**src/rtl/mem_port_if.sv**
```systemverilog
// Memory-side handshake bus of the shared instruction/data port.
// master: the arbiter driving requests; slave: the memory answering them.
interface mem_port_if #(
  parameter int ADDR_WIDTH = 32,
  parameter int DATA_WIDTH = 32
);
  logic                  o_mem_valid;
  logic                  o_mem_we;
  logic [ADDR_WIDTH-1:0] o_mem_addr;
  logic [DATA_WIDTH-1:0] o_mem_wdata;
  logic                  i_mem_ready;
  logic [DATA_WIDTH-1:0] i_mem_rdata;

  modport master (
    output o_mem_valid, o_mem_we, o_mem_addr, o_mem_wdata,
    input  i_mem_ready, i_mem_rdata
  );

  modport slave (
    input  o_mem_valid, o_mem_we, o_mem_addr, o_mem_wdata,
    output i_mem_ready, i_mem_rdata
  );
endinterface

```
**src/rtl/mem_port_arbiter.sv**
```systemverilog
// Sequencing controller for the shared memory port of the multicycle core.
// Grants either the fetch requester (i_pc_next) or the load/store requester
// (i_result), holds a latched request on the memory bus until i_mem_ready,
// then pulses the matching done output with registered read data.
// Optional feature: define MEM_ARB_ROUND_ROBIN_EN for round-robin arbitration
// on simultaneous requests; otherwise data has fixed priority over fetch.
module mem_port_arbiter #(
  parameter int ADDR_WIDTH = 32,
  parameter int DATA_WIDTH = 32
) (
  input  logic                  clk,
  input  logic                  arstn,
  input  logic                  i_fetch_req,
  input  logic [ADDR_WIDTH-1:0] i_pc_next,
  output logic                  o_fetch_done,
  input  logic                  i_data_req,
  input  logic                  i_data_we,
  input  logic [ADDR_WIDTH-1:0] i_result,
  input  logic [DATA_WIDTH-1:0] i_wdata,
  output logic                  o_data_done,
  output logic [DATA_WIDTH-1:0] o_rdata,
  output logic                  o_addr_src,
  output logic                  o_busy,
  mem_port_if.master            mem
);

  typedef enum logic [1:0] {S_IDLE, S_FETCH, S_DATA} state_e;

  state_e state_q, state_d;

  logic                  mem_valid_q, mem_valid_d;
  logic                  mem_we_q, mem_we_d;
  logic [ADDR_WIDTH-1:0] mem_addr_q, mem_addr_d;
  logic [DATA_WIDTH-1:0] mem_wdata_q, mem_wdata_d;
  logic [DATA_WIDTH-1:0] rdata_q, rdata_d;
  logic                  fetch_done_q, fetch_done_d;
  logic                  data_done_q, data_done_d;
  logic                  addr_src_q, addr_src_d;
  logic                  busy_q, busy_d;

  // A requester whose done pulse is high this cycle may not be regranted.
  logic fetch_elig, data_elig, grant_fetch, grant_data, mem_done;
  assign fetch_elig = i_fetch_req & ~fetch_done_q;
  assign data_elig  = i_data_req  & ~data_done_q;
  assign mem_done   = mem.i_mem_ready & (state_q != S_IDLE);

`ifdef MEM_ARB_ROUND_ROBIN_EN
  // 1 = data was granted last, 0 = fetch.
  logic last_grant_q, last_grant_d;

  // Pick the requester not granted last when both are eligible.
  always_comb begin
    grant_data  = data_elig & (~fetch_elig | ~last_grant_q);
    grant_fetch = fetch_elig & ~grant_data;
  end

  // Track the most recent grant.
  always_comb begin
    last_grant_d = last_grant_q;
    if (state_q == S_IDLE && grant_data)  last_grant_d = 1'b1;
    if (state_q == S_IDLE && grant_fetch) last_grant_d = 1'b0;
  end

  // Last-grant register; resets to data so fetch wins the first tie.
  always_ff @(posedge clk or negedge arstn) begin
    if (!arstn) last_grant_q <= 1'b1;
    else        last_grant_q <= last_grant_d;
  end
`else
  // Fixed priority: data always wins over fetch.
  always_comb begin
    grant_data  = data_elig;
    grant_fetch = fetch_elig & ~data_elig;
  end
`endif

  // State register.
  always_ff @(posedge clk or negedge arstn) begin
    if (!arstn) state_q <= S_IDLE;
    else        state_q <= state_d;
  end

  // Next-state: grant from IDLE, return to IDLE when memory completes.
  always_comb begin
    state_d = state_q;
    case (state_q)
      S_IDLE: begin
        if (grant_data)       state_d = S_DATA;
        else if (grant_fetch) state_d = S_FETCH;
      end
      S_FETCH, S_DATA: if (mem_done) state_d = S_IDLE;
      default: state_d = S_IDLE;
    endcase
  end

  // Output next-values: latch request on grant, capture read data on completion.
  always_comb begin
    mem_valid_d  = mem_valid_q;
    mem_we_d     = mem_we_q;
    mem_addr_d   = mem_addr_q;
    mem_wdata_d  = mem_wdata_q;
    rdata_d      = rdata_q;
    addr_src_d   = addr_src_q;
    fetch_done_d = 1'b0;
    data_done_d  = 1'b0;
    case (state_q)
      S_IDLE: begin
        if (grant_data) begin
          mem_valid_d = 1'b1;
          mem_we_d    = i_data_we;
          mem_addr_d  = i_result;
          mem_wdata_d = i_wdata;
          addr_src_d  = 1'b1;
        end else if (grant_fetch) begin
          mem_valid_d = 1'b1;
          mem_we_d    = 1'b0;
          mem_addr_d  = i_pc_next;
          mem_wdata_d = i_wdata;
          addr_src_d  = 1'b0;
        end
      end
      S_FETCH: if (mem_done) begin
        mem_valid_d  = 1'b0;
        rdata_d      = mem.i_mem_rdata;
        fetch_done_d = 1'b1;
      end
      S_DATA: if (mem_done) begin
        mem_valid_d = 1'b0;
        mem_we_d    = 1'b0;
        if (!mem_we_q) rdata_d = mem.i_mem_rdata;
        data_done_d = 1'b1;
      end
      default: mem_valid_d = 1'b0;
    endcase
    busy_d = (state_d != S_IDLE);
  end

  // Output registers; reset drops any pending transaction without a done pulse.
  always_ff @(posedge clk or negedge arstn) begin
    if (!arstn) begin
      mem_valid_q  <= 1'b0;
      mem_we_q     <= 1'b0;
      mem_addr_q   <= '0;
      mem_wdata_q  <= '0;
      rdata_q      <= '0;
      addr_src_q   <= 1'b0;
      fetch_done_q <= 1'b0;
      data_done_q  <= 1'b0;
      busy_q       <= 1'b0;
    end else begin
      mem_valid_q  <= mem_valid_d;
      mem_we_q     <= mem_we_d;
      mem_addr_q   <= mem_addr_d;
      mem_wdata_q  <= mem_wdata_d;
      rdata_q      <= rdata_d;
      addr_src_q   <= addr_src_d;
      fetch_done_q <= fetch_done_d;
      data_done_q  <= data_done_d;
      busy_q       <= busy_d;
    end
  end

  assign mem.o_mem_valid = mem_valid_q;
  assign mem.o_mem_we    = mem_we_q;
  assign mem.o_mem_addr  = mem_addr_q;
  assign mem.o_mem_wdata = mem_wdata_q;
  assign o_rdata         = rdata_q;
  assign o_addr_src      = addr_src_q;
  assign o_fetch_done    = fetch_done_q;
  assign o_data_done     = data_done_q;
  assign o_busy          = busy_q;

endmodule

```
**src/flat_wrapper.sv**
```systemverilog
// flat-port wrapper written by rule: the top's interface ports become plain ports
module mem_port_arbiter_flat 
#(
  parameter int ADDR_WIDTH = 32,
  parameter int DATA_WIDTH = 32
)
  (clk, arstn, i_fetch_req, i_pc_next, o_fetch_done, i_data_req, i_data_we, i_result, i_wdata, o_data_done, o_rdata, o_addr_src, o_busy, mem_o_mem_valid, mem_o_mem_we, mem_o_mem_addr, mem_o_mem_wdata, mem_i_mem_ready, mem_i_mem_rdata);
  mem_port_if #(.ADDR_WIDTH(ADDR_WIDTH), .DATA_WIDTH(DATA_WIDTH)) mem_i ();
  input  logic clk;
  input  logic arstn;
  input  logic i_fetch_req;
  input  logic [ADDR_WIDTH-1:0] i_pc_next;
  output logic o_fetch_done;
  input  logic i_data_req;
  input  logic i_data_we;
  input  logic [ADDR_WIDTH-1:0] i_result;
  input  logic [DATA_WIDTH-1:0] i_wdata;
  output logic o_data_done;
  output logic [DATA_WIDTH-1:0] o_rdata;
  output logic o_addr_src;
  output logic o_busy;
  output wire logic [$bits(mem_i.o_mem_valid)-1:0] mem_o_mem_valid;
  output wire logic [$bits(mem_i.o_mem_we)-1:0] mem_o_mem_we;
  output wire logic [$bits(mem_i.o_mem_addr)-1:0] mem_o_mem_addr;
  output wire logic [$bits(mem_i.o_mem_wdata)-1:0] mem_o_mem_wdata;
  input wire logic [$bits(mem_i.i_mem_ready)-1:0] mem_i_mem_ready;
  input wire logic [$bits(mem_i.i_mem_rdata)-1:0] mem_i_mem_rdata;
  assign mem_o_mem_valid = mem_i.o_mem_valid;
  assign mem_o_mem_we = mem_i.o_mem_we;
  assign mem_o_mem_addr = mem_i.o_mem_addr;
  assign mem_o_mem_wdata = mem_i.o_mem_wdata;
  assign mem_i.i_mem_ready = mem_i_mem_ready;
  assign mem_i.i_mem_rdata = mem_i_mem_rdata;
  mem_port_arbiter #(.ADDR_WIDTH(ADDR_WIDTH), .DATA_WIDTH(DATA_WIDTH)) u_core (.clk(clk), .arstn(arstn), .i_fetch_req(i_fetch_req), .i_pc_next(i_pc_next), .o_fetch_done(o_fetch_done), .i_data_req(i_data_req), .i_data_we(i_data_we), .i_result(i_result), .i_wdata(i_wdata), .o_data_done(o_data_done), .o_rdata(o_rdata), .o_addr_src(o_addr_src), .o_busy(o_busy), .mem(mem_i));
endmodule
```
**config.mk**
```make
export PLATFORM = sky130hd
export DESIGN_NAME = mem_port_arbiter_flat
export DESIGN_NICKNAME = d
export VERILOG_FILES = /design/src/rtl/mem_port_if.sv /design/src/rtl/mem_port_arbiter.sv /design/src/flat_wrapper.sv
export SDC_FILE = /design/constraint.sdc
export NUM_CORES = 1
export LEC_CHECK = 0
export CAP_MARGIN = 20
export CORE_ASPECT_RATIO = 0.6
export CORE_MARGIN = 1
export CORE_UTILIZATION = 42
export CTS_CLUSTER_DIAMETER = 40
export DETAILED_ROUTE_END_ITERATION = 6
export HOLD_SLACK_MARGIN = 0.03
export PLACE_DENSITY = 0.94
export SLEW_MARGIN = 20
export SYNTH_ARGS = -nofsm -noshare
export SYNTH_HDL_FRONTEND = slang
export SYNTH_SLANG_ARGS = --single-unit
export TNS_END_PERCENT = 30
```
**constraint.sdc**
```tcl
create_clock -name clk -period 3.7 [get_ports clk]
set_input_delay 0.555 -clock clk [delete_from_list [all_inputs] [get_ports clk]]
set_output_delay 0.555 -clock clk [all_outputs]
set_load 0.05 [all_outputs]
```
==> results.txt, run 1 <==
Synth Instances - 318
PwrDens - 1050 nW/µm²
cell accounting for the most synthesized area - dfrtp_1
Least-Margin Pin Slew - 0.792 ns
largest net degree at the start of global routing - 97
Setup CP Type - flip-flop to flip-flop
Final Hold Fails - 0
Critical path origin - u_core.state_q[0]$_DFF_PN0_
DP Cell Count - 673
status - finished clean
wire per inst - 17.2 µm
Syn Area/Cell - 13.8 µm²
antenna violations before repair - 0
element type at the critical path end - flip-flop
clock tree buffer depth - 2
Die H - 81.1 µm
Detailed Route WL - 11,800 µm
Min Clock Period, post-route - 2.34 ns
CTS tree - done
Register Area - 2600 µm²
commonest non-fill, non-tap cell in the layout - clkdlybuf4s50_1
r2r startpoint - u_core.state_q[0]$_DFF_PN0_
commonest non-fill, non-tap cells in the layout - clkdlybuf4s50_1 (234), dfrtp_1 (104), mux2_2 (61)
Pwr Total - 0.00745 W
Clock transition at path regs - 0.07 ns
Port-buffer cells - 235
GR Util All Layers - 0.218
CTS Hold Bufs - 0
crit path to - u_core.o_rdata[3]$_DFFE_PN0P_
# Post-CTS Setup Buffers - 0
fill count - 670
count of final max-slew check failures - 0
# IOs - 236
RSZ-0062 raised after global routing - no
core area - 9980 µm²
synthesized area - 4380 µm²
area occupied by multi-input gates - 1620 µm²
gr ovfl total - 0
# DRC - 0
top cell type's share of synthesized area - 0.595
Setup TNS - 0 ns
worst-case reg-to-reg path depth - 6
Post-CTS Resized - 0
syn nets - 456
VDD IR-drop max - 699 µV
sequential area share after synthesis - 0.595
Initial Util - 0.438
Ant. Diodes - 0
Core Rows - 28
share of cells above drive strength 1 - 0.163
critical path arrival - 2.56 ns
Num CTS Buffers - 9
Synth-to-Final Area Change - 61.7%
first-pass GRT wire length - 17,800 µm
Final Cycle Share - 0.633
CTS H-tree depth - 3
Required @ worst endpoint - 3.92 ns
flops & latches, synth - 104
Avg Vias per Cell - 4.86
vias in the first global route - 3,438
routability cong. - 0.757
WHS - 0.275 ns
Finished Layout Cells - 687
HPWL after DPL - 8970 µm
Final #Nets - 687
worst hold path type - input port to asynchronous set/reset pin
critical path launch point type - flip-flop
maximum fanout along the worst path - 29
Max Cap Viol - 0
post-route ant nets - 0
Die ar. - 10,800 µm²
count of clock tree sinks - 104
via count - 3,336
post-synth cell types - 30
fmax - 427 MHz
Warnings, synthesis - 0
DRT Pass-1 Iters - 4
die width - 134 µm
synth top area cells - dfrtp_1 (59%), mux2_2 (16%), mux2i_1 (7.8%)
Slew Limit Headroom - 0.472
worst skew pair latency - 0.34 ns
utilization after layout - 0.708
reg-to-reg endpoint - u_core.o_rdata[3]$_DFFE_PN0P_
Pleak - 3.01 nW
CTS Root Cell - clkbuf_16
Final Skew - 0.00610 ns
DRC violation total after the first TritonRoute iteration - 65
R2R Setup Slk - 1.36 ns
# setup viols final - 0
[Yosys cell counts]
cell type  count
nand2_1       33
a22o_1         2
or2_1          1
clkbuf_1       2
mux2_4         3
and2_1         1
buf_12         1
buf_6          3
a2111oi_4      1
and2b_1        1
buf_4         12
o21ai_0       30
inv_1          3
ha_1           4
nor2b_1        1
a211oi_1       1
buf_2          1
o21ai_2        1
o21ai_1        4
mux2i_1       34
dfrtp_1      104
mux2_2        61
nor2b_2        1
nor2b_4        2
nand4b_1       1
nor2_1         1
nand2b_1       2
a21oi_1        5
and2_2         1
o21bai_1       1
[final cells by class]
cell class | count | share of cell area
clock buffers | 10 | 0.0324
clock inverters | 4 | 0.00672
inverters | 3 | 0.00159
multi-input cells | 192 | 0.229
flip-flops and latches | 104 | 0.368
well taps | 135 | 0.0239
repair buffers | 239 | 0.339
[sequential cells by signal (all words and copies together) (netlist names)]
register and flops:
u_core.mem.o_mem_addr 32, u_core.mem.o_mem_wdata 32, u_core.o_rdata 32, u_core.state_q 2, u_core.mem.o_mem_valid 1, u_core.mem.o_mem_we 1, u_core.o_addr_src 1, u_core.o_busy 1
u_core.o_data_done 1, u_core.o_fetch_done 1
[kinds of logic (layout without fill, tap and decap cells)]
logic type,after synthesis,count (layout),synth area share
buf+inv,22,256,0.0383
flops,104,104,0.595
fa+ha+maj,4,4,0.0114
mux,98,98,0.245
simple gates,45,45,0.0500
compound gates,45,45,0.0603
[through the flow]
stage                     worst slack [ns]  instance area, µm²
after detailed placement              1.23                6790
after global routing                  1.19                7070
after CTS                             1.37                7070
after global placement                1.35                6790
after floorplan                       1.96                4380
final                                 1.36                7070
[critical path: stages (launching register included)]
cell and delay (ns):
dfrtp_1 0.42, inv_1 0.13, ha_1 0.38, nor2b_2 0.23, nor2b_2 0.25, buf_4 0.39
mux2_2 0.39
[routing by layer]
layer  share of wire  global-route usage  wire [µm]
met4           0.015              0.0659        181
met1            0.41               0.260       4830
met2            0.51               0.381       6080
met3           0.062              0.0674        731
met5               0                   0          0
[how the worst min path moves through the flow]
stage,from,end,slack (ns),cells after the start
2_1_floorplan,arstn,u_core.mem.o_mem_addr[0]$_DFFE_PN0P_,0.26,0
3_3_place_gp,u_core.mem.o_mem_addr[7]$_DFFE_PN0P_,u_core.mem.o_mem_addr[7]$_DFFE_PN0P_,0.46,2
3_5_place_dp,u_core.mem.o_mem_addr[29]$_DFFE_PN0P_,u_core.mem.o_mem_addr[29]$_DFFE_PN0P_,0.47,2
4_1_cts,arstn,u_core.mem.o_mem_wdata[10]$_DFFE_PN0P_,0.47,1
5_1_grt,arstn,u_core.mem.o_mem_addr[15]$_DFFE_PN0P_,0.33,1
6_report,arstn,u_core.mem.o_mem_wdata[6]$_DFFE_PN0P_,0.27,1
[where the power goes]
group	total (W)	leakage, nW	internal (W)	switching (W)
sequential	0.00203	1.25	0.00171	0.000320
clock	0.000912	0.134	0.000515	0.000397
combinational	0.00451	1.63	0.00165	0.00286
(Power assumes the default switching activity.)
==> run 2: changes to the inputs <==
CORE_UTILIZATION = 35   (was 42)
PLACE_DENSITY = 0.84   (was 0.94)
clock period = 2 ns   (was 3.7 ns; I/O delays follow)
==> run 2 against run 1 <==
Against the previous run: non-clock buffer count grew 5; sequential power up 84%; count of clock-buffer cells in the layout did not move; critical endpoint is now u_core.o_rdata[20]$_DFFE_PN0P_; highest routed layer unchanged.
==> results.txt, run 2 (synthesized netlist as in run 1, its figures left out) <==
status - finished clean (unchanged)
CTS tree - done (unchanged)
Register Area - 2600 µm² (unchanged)
Least-Margin Pin Slew - 0.550 ns (was 0.792 ns)
Final #Nets - 692 (was 687)
post-route ant nets - 0 (unchanged)
CTS H-tree depth - 3 (unchanged)
count of final max-slew check failures - 0 (unchanged)
# IOs - 236 (unchanged)
die width - 146 µm (was 134 µm)
met1 GRT Util - 0.212 (was 0.260)
DRT Pass-1 Iters - 4 (unchanged)
Num CTS Buffers - 9 (unchanged)
commonest non-fill, non-tap cell in the layout - clkdlybuf4s50_1 (unchanged)
Final Cycle Share - 0.940 (was 0.633)
clock tree buffer depth - 2 (unchanged)
Initial Util - 0.362 (was 0.438)
DRC violation total after the first TritonRoute iteration - 92 (was 65)
Ant. Diodes - 0 (unchanged)
Post-CTS Resized - 0 (unchanged)
# setup viols final - 0 (unchanged)
Slew Limit Headroom - 0.632 (was 0.472)
CTS Hold Bufs - 1 (was 0)
vias in the first global route - 3,336 (was 3,438)
GR met2 Demand/Resource - 0.296 (was 0.381)
routability cong. - 0.809 (was 0.757)
critical path launch point type - flip-flop (unchanged)
met3 Use GR - 0.0655 (was 0.0674)
GR Util All Layers - 0.173 (was 0.218)
Required @ worst endpoint - 2.22 ns (was 3.92 ns)
PwrDens - 1910 nW/µm² (was 1050 nW/µm²)
commonest non-fill, non-tap cells in the layout - clkdlybuf4s50_1 (232), dfrtp_1 (104), mux2_2 (61) (was clkdlybuf4s50_1 (234), dfrtp_1 (104), mux2_2 (61))
largest net degree at the start of global routing - 51 (was 97)
Synth-to-Final Area Change - 64.4% (was 61.7%)
share of cells above drive strength 1 - 0.175 (was 0.163)
Clock transition at path regs - 0.07 ns (about the same)
grt peak-use layer - met2 (unchanged)
Finished Layout Cells - 724 (was 687)
Die H - 88.6 µm (was 81.1 µm)
Setup TNS - 0 ns (unchanged)
utilization after layout - 0.594 (was 0.708)
DP Cell Count - 707 (was 673)
element type at the critical path end - flip-flop (unchanged)
critical path arrival - 2.10 ns (was 2.56 ns)
fill count - 964 (was 670)
PnR worst setup slack - 0.120 ns (was 1.36 ns)
Port-buffer cells - 235 (unchanged)
Final Skew - 0.00512 ns (was 0.00610 ns)
# Post-CTS Setup Buffers - 0 (unchanged)
worst hold path type - input port to asynchronous set/reset pin (unchanged)
Min Clock Period, post-route - 1.88 ns (was 2.34 ns)
CTS Root Cell - clkbuf_16 (unchanged)
wire per inst - 15.2 µm (was 17.2 µm)
worst slack, placed - 0.121 ns (was 1.23 ns)
Setup CP Type - flip-flop to flip-flop (unchanged)
Max Cap Viol - 0 (unchanged)
count of clock tree sinks - 104 (unchanged)
Avg Vias per Cell - 4.57 (was 4.86)
VDD IR-drop max - 1010 µV (was 699 µV)
Pwr Total - 0.0138 W (was 0.00745 W)
Detailed Route WL - 11,000 µm (was 11,800 µm)
Pleak - 3.06 nW (was 3.01 nW)
worst skew pair latency - 0.34 ns (about the same)
via count - 3,306 (was 3,336)
Die ar. - 13,000 µm² (was 10,800 µm²)
core area - 12,100 µm² (was 9980 µm²)
antenna violations before repair - 0 (unchanged)
gr ovfl total - 0 (unchanged)
area occupied by multi-input gates - 1620 µm² (about the same)
# DRC - 0 (unchanged)
maximum fanout along the worst path - 32 (was 29)
RSZ-0062 raised after global routing - no (unchanged)
Core Rows - 31 (was 28)
HPWL after DPL - 8370 µm (was 8970 µm)
fmax - 532 MHz (was 427 MHz)
Final Hold Fails - 0 (unchanged)
first-pass GRT wire length - 17,300 µm (was 17,800 µm)
[run 2: cell types whose count changed in the layout (fill, tap and decap cells not counted), sizes merged]
| cell | delta |
|---|---|
| inv | +2 |
| dlygate4sd3 | +1 |
| clkinv | +1 |
| buf | +6 |
| bufinv | -1 |
| clkdlybuf4s50 | -2 |
[run 2: path summary, 6_finish.rpt]
path	start	endpoint	slack, ns	cells after the start
setup / recovery	u_core.state_q[0]$_DFF_PN0_	u_core.o_rdata[20]$_DFFE_PN0P_	0.12	6
hold / removal	arstn	u_core.o_rdata[12]$_DFFE_PN0P_	0.45	2
setup reg to reg	u_core.state_q[0]$_DFF_PN0_	u_core.o_rdata[20]$_DFFE_PN0P_	0.12	6
hold reg to reg	u_core.mem.o_mem_addr[29]$_DFFE_PN0P_	u_core.mem.o_mem_addr[29]$_DFFE_PN0P_	0.48	2
max in group asynchronous	arstn	u_core.mem.o_mem_addr[24]$_DFFE_PN0P_	0.86	3
min in group clk	u_core.mem.o_mem_addr[29]$_DFFE_PN0P_	u_core.mem.o_mem_addr[29]$_DFFE_PN0P_	0.48	2
[run 2: routing by layer]
metal	vias to the layer above	part of all wire
li1	1573	-
met5	-	0
met4	0	0.0068
met2	138	0.49
met3	8	0.080
met1	1587	0.43
[run 2: stage by stage]
stage / hold slack [ns] / area (µm²)
final: 0.447 / 7190
after floorplan: 0.00441 / 4380
after global routing: 0.481 / 7190
after detailed placement: 0.262 / 6910
after CTS: 0.448 / 7190
after global placement: 0.251 / 6910
[run 2: where the power goes]
part           switching (W)  internal, W  total [W]
logic                0.00525      0.00314    0.00839
clock network       0.000780     0.000852    0.00163
registers           0.000571      0.00316    0.00373
[run 2: layout make-up]
class,instances,area share
timing repair buffer,244,0.344
multi-input combinational,192,0.226
clock buffer,10,0.0318
inverter,3,0.00157
sequential,104,0.362
tap,165,0.0287
clock inverter,6,0.00609
[run 2: worst max-delay path, cell delays in order (launching register included)]
cell	delay (ns)
dfrtp_1	0.44
inv_1	0.14
ha_1	0.28
mux2i_1	0.17
nor2b_4	0.14
buf_12	0.21
mux2_2	0.36
==> run 3: changes to the inputs <==
ABC_AREA = 1   (was unset)
CORE_UTILIZATION = 36   (was 35)
PLACE_DENSITY = 0.85   (was 0.84)
==> run 3 against run 2 <==
Against the previous run: hold slack got worse by 0.40 ns; largest cell class unchanged; synthesized cell count rose by 79%; flip-flop and latch count unchanged; routed wire length rose by 22%.
==> results.txt, run 3 <==
# DRC - 0 (unchanged)
top cell type's share of synthesized area - 0.573 (was 0.595)
Die ar. - 13,100 µm² (was 13,000 µm²)
top-count cell post-synth - nand2_1 (was dfrtp_1)
Final #Nets - 942 (was 692)
CTS H-tree depth - 3 (unchanged)
CTS Root Cell - clkbuf_16 (unchanged)
RSZ-0062 raised after global routing - no (unchanged)
element type at the critical path end - primary output (was flip-flop)
critical path launch point type - flip-flop (unchanged)
GR Util All Layers - 0.204 (was 0.173)
Final Skew - 0.00989 ns (was 0.00512 ns)
Die H - 89.0 µm (was 88.6 µm)
# Post-CTS Setup Buffers - 0 (unchanged)
share of cells above drive strength 1 - 0.0507 (was 0.175)
grt peak-use layer - met2 (unchanged)
flops & latches, synth - 104 (unchanged)
count of final max-slew check failures - 0 (unchanged)
Psw - 0.00680 W (was 0.00660 W)
# setup viols final - 0 (unchanged)
dpl cell area - 7100 µm² (was 6910 µm²)
Reg power frac - 0.271 (about the same)
worst hold path type - input port to asynchronous set/reset pin (unchanged)
Synth async-reset ratio - 1.00 (unchanged)
clock tree buffer depth - 2 (unchanged)
CTS tree - done (unchanged)
PwrDens - 1820 nW/µm² (was 1910 nW/µm²)
Least-Margin Pin Slew - 0.766 ns (was 0.550 ns)
Synth Instances - 570 (was 318)
Detailed Route WL - 13,400 µm (was 11,000 µm)
status - finished clean (unchanged)
Port-buffer cells - 235 (unchanged)
Slew Limit Headroom - 0.489 (was 0.632)
Avg Vias per Cell - 4.52 (was 4.57)
Num CTS Buffers - 9 (unchanged)
slowest CP cell - clkdlybuf4s50_1 (was dfrtp_1)
HPWL after DPL - 9840 µm (was 8370 µm)
count of clock tree sinks - 104 (unchanged)
Final Cycle Share - 0.928 (was 0.940)
Final Hold Fails - 0 (unchanged)
Min Clock Period, post-route - 1.86 ns (was 1.88 ns)
met1 GRT Util - 0.268 (was 0.212)
GR met2 Demand/Resource - 0.325 (was 0.296)
syn nets - 708 (was 456)
reg-to-reg endpoint - u_core.o_rdata[11]$_DFFE_PN0P_ (was u_core.o_rdata[20]$_DFFE_PN0P_)
first-pass GRT wire length - 20,900 µm (was 17,300 µm)
R2R Setup Slk - 0.39 ns (was 0.12 ns)
CTS Hold Bufs - 0 (was 1)
utilization after layout - 0.608 (was 0.594)
met3 Use GR - 0.0709 (was 0.0655)
commonest non-fill, non-tap cells in the layout - nand2_1 (368), clkdlybuf4s50_1 (234), dfrtp_1 (104) (was clkdlybuf4s50_1 (232), dfrtp_1 (104), mux2_2 (61))
critical path arrival - 1.56 ns (was 2.10 ns)
Clk pwr share - 0.136 (was 0.119)
Pleak - 3.72 nW (was 3.06 nW)
antenna violations before repair - 0 (unchanged)
Synth-to-Final Area Change - 63.2% (was 64.4%)
DRT Pass-1 Iters - 5 (was 4)
Syn Area/Cell - 7.96 µm² (was 13.8 µm²)
top cell types by occurrence after synthesis - nand2_1 (368), dfrtp_1 (104), nand3_1 (37) (was dfrtp_1 (104), mux2_2 (61), mux2i_1 (34))
sequential area share after synthesis - 0.573 (was 0.595)
Pint - 0.00666 W (was 0.00715 W)
vias in the first global route - 4,216 (was 3,336)
largest net degree at the start of global routing - 60 (was 51)
synthesized area - 4540 µm² (was 4380 µm²)
Clock transition at path regs - 0.08 ns (was 0.07 ns)
CP peak stage delay - 0.83 ns (was 0.44 ns)
number of synthesized flops with an enable pin - 0 (unchanged)
cell accounting for the most synthesized area - dfrtp_1 (unchanged)
worst skew pair latency - 0.34 ns (about the same)
via count - 4,398 (was 3,306)
Warnings, synthesis - 0 (unchanged)
r2r startpoint - u_core.state_q[1]$_DFF_PN0_ (was u_core.state_q[0]$_DFF_PN0_)
Setup TNS - 0 ns (unchanged)
Setup CP Type - flip-flop to primary output (was flip-flop to flip-flop)
routability cong. - 0.789 (was 0.809)
DRC violation total after the first TritonRoute iteration - 172 (was 92)
core area - 12,200 µm² (was 12,100 µm²)
Core Rows - 31 (unchanged)
gr ovfl total - 0 (unchanged)
Required @ worst endpoint - 1.70 ns (was 2.22 ns)
wire per inst - 13.7 µm (was 15.2 µm)
sw frac - 0.505 (was 0.480)
Initial Util - 0.373 (was 0.362)
maximum fanout along the worst path - 2 (was 32)
Max Cap Viol - 0 (unchanged)
post-route ant nets - 0 (unchanged)
# IOs - 236 (unchanged)
final non-filler cell area - 7410 µm² (was 7190 µm²)
cells along the critical path - clkdlybuf4s50_1 (was inv_1 > ha_1 > mux2i_1 > nor2b_4 > buf_12 > mux2_2)
VDD IR-drop max - 837 µV (was 1010 µV)
Top delay family on crit path - buffers and inverters (was multiplexers)
WHS - 0.0440 ns (was 0.447 ns)
worst-case reg-to-reg path depth - 9 (was 6)
predominant post-synthesis flop cell - dfrtp_1 (unchanged)
crit path buf inv count - 1 (was 2)
Comb pwr share - 0.593 (was 0.610)
post-synth cell types - 16 (was 30)
commonest non-fill, non-tap cell in the layout - nand2_1 (was clkdlybuf4s50_1)
Post-CTS Resized - 0 (unchanged)
synth top area cells - dfrtp_1 (57%), nand2_1 (30%), nand3_1 (4.1%) (was dfrtp_1 (59%), mux2_2 (16%), mux2i_1 (7.8%))
die width - 147 µm (was 146 µm)
fmax - 539 MHz (was 532 MHz)
Ant. Diodes - 0 (unchanged)
run 3: per-stage QoR:
| stage | total power (W) | instances | setup WS (ns) |
|---|---|---|---|
| floorplan | 0.00877 | 570 | 0.510 |
| global placement | 0.0115 | 958 | 0.340 |
| detailed placement | 0.0117 | 958 | 0.277 |
| CTS | 0.0136 | 974 | 0.121 |
| global route | 0.0142 | 974 | 0.0977 |
| finish | 0.0135 | 974 | 0.143 |
run 3: area by class of cell:
class / instances / area (µm²)
timing repair buffer: 252 / 2530
sequential: 104 / 2600
multi-input combinational: 423 / 1710
clock inverter: 7 / 86.3
fill: 1054 / 4770
tap: 165 / 206
inverter: 14 / 52.6
clock buffer: 9 / 225
run 3: power groups by stage:
| stage | clock network [W] | registers (W) | logic (W) |
|---|---|---|---|
| floorplan | 0 | 0.00698 | 0.00180 |
| global placement | 0 | 0.00366 | 0.00789 |
| detailed placement | 0 | 0.00366 | 0.00804 |
| CTS | 0.00188 | 0.00365 | 0.00804 |
| global route | 0.00196 | 0.00376 | 0.00850 |
| finish | 0.00183 | 0.00365 | 0.00799 |
run 3: routing by layer:
metal  routed length (µm)  part of all wire
met5                    0                 0
met4                  131            0.0098
met3                 1150             0.086
met2                 5970              0.45
met1                 6130              0.46
run 3: how the worst max path moves through the flow:
| stage | to | from | depth (start not counted) |
|---|---|---|---|
| after floorplan | u_core.mem.o_mem_addr[11]$_DFFE_PN0P_ | u_core.o_data_done$_DFF_PN0_ | 6 |
| after global placement | u_core.mem.o_mem_wdata[6]$_DFFE_PN0P_ | i_data_req | 8 |
| after detailed placement | u_core.mem.o_mem_wdata[2]$_DFFE_PN0P_ | i_data_req | 8 |
| after CTS | o_rdata[8] | u_core.o_rdata[8]$_DFFE_PN0P_ | 1 |
| after global routing | mem_o_mem_we | u_core.mem.o_mem_we$_DFFE_PN0P_ | 1 |
| final | o_rdata[8] | u_core.o_rdata[8]$_DFFE_PN0P_ | 1 |
run 3: cells by family after synthesis:
family / count (synthesis) / share of synthesized area
flops: 104 / 0.573
simple gates: 412 / 0.353
buf+inv: 43 / 0.0521
compound gates: 7 / 0.0110
fa+ha+maj: 4 / 0.0110
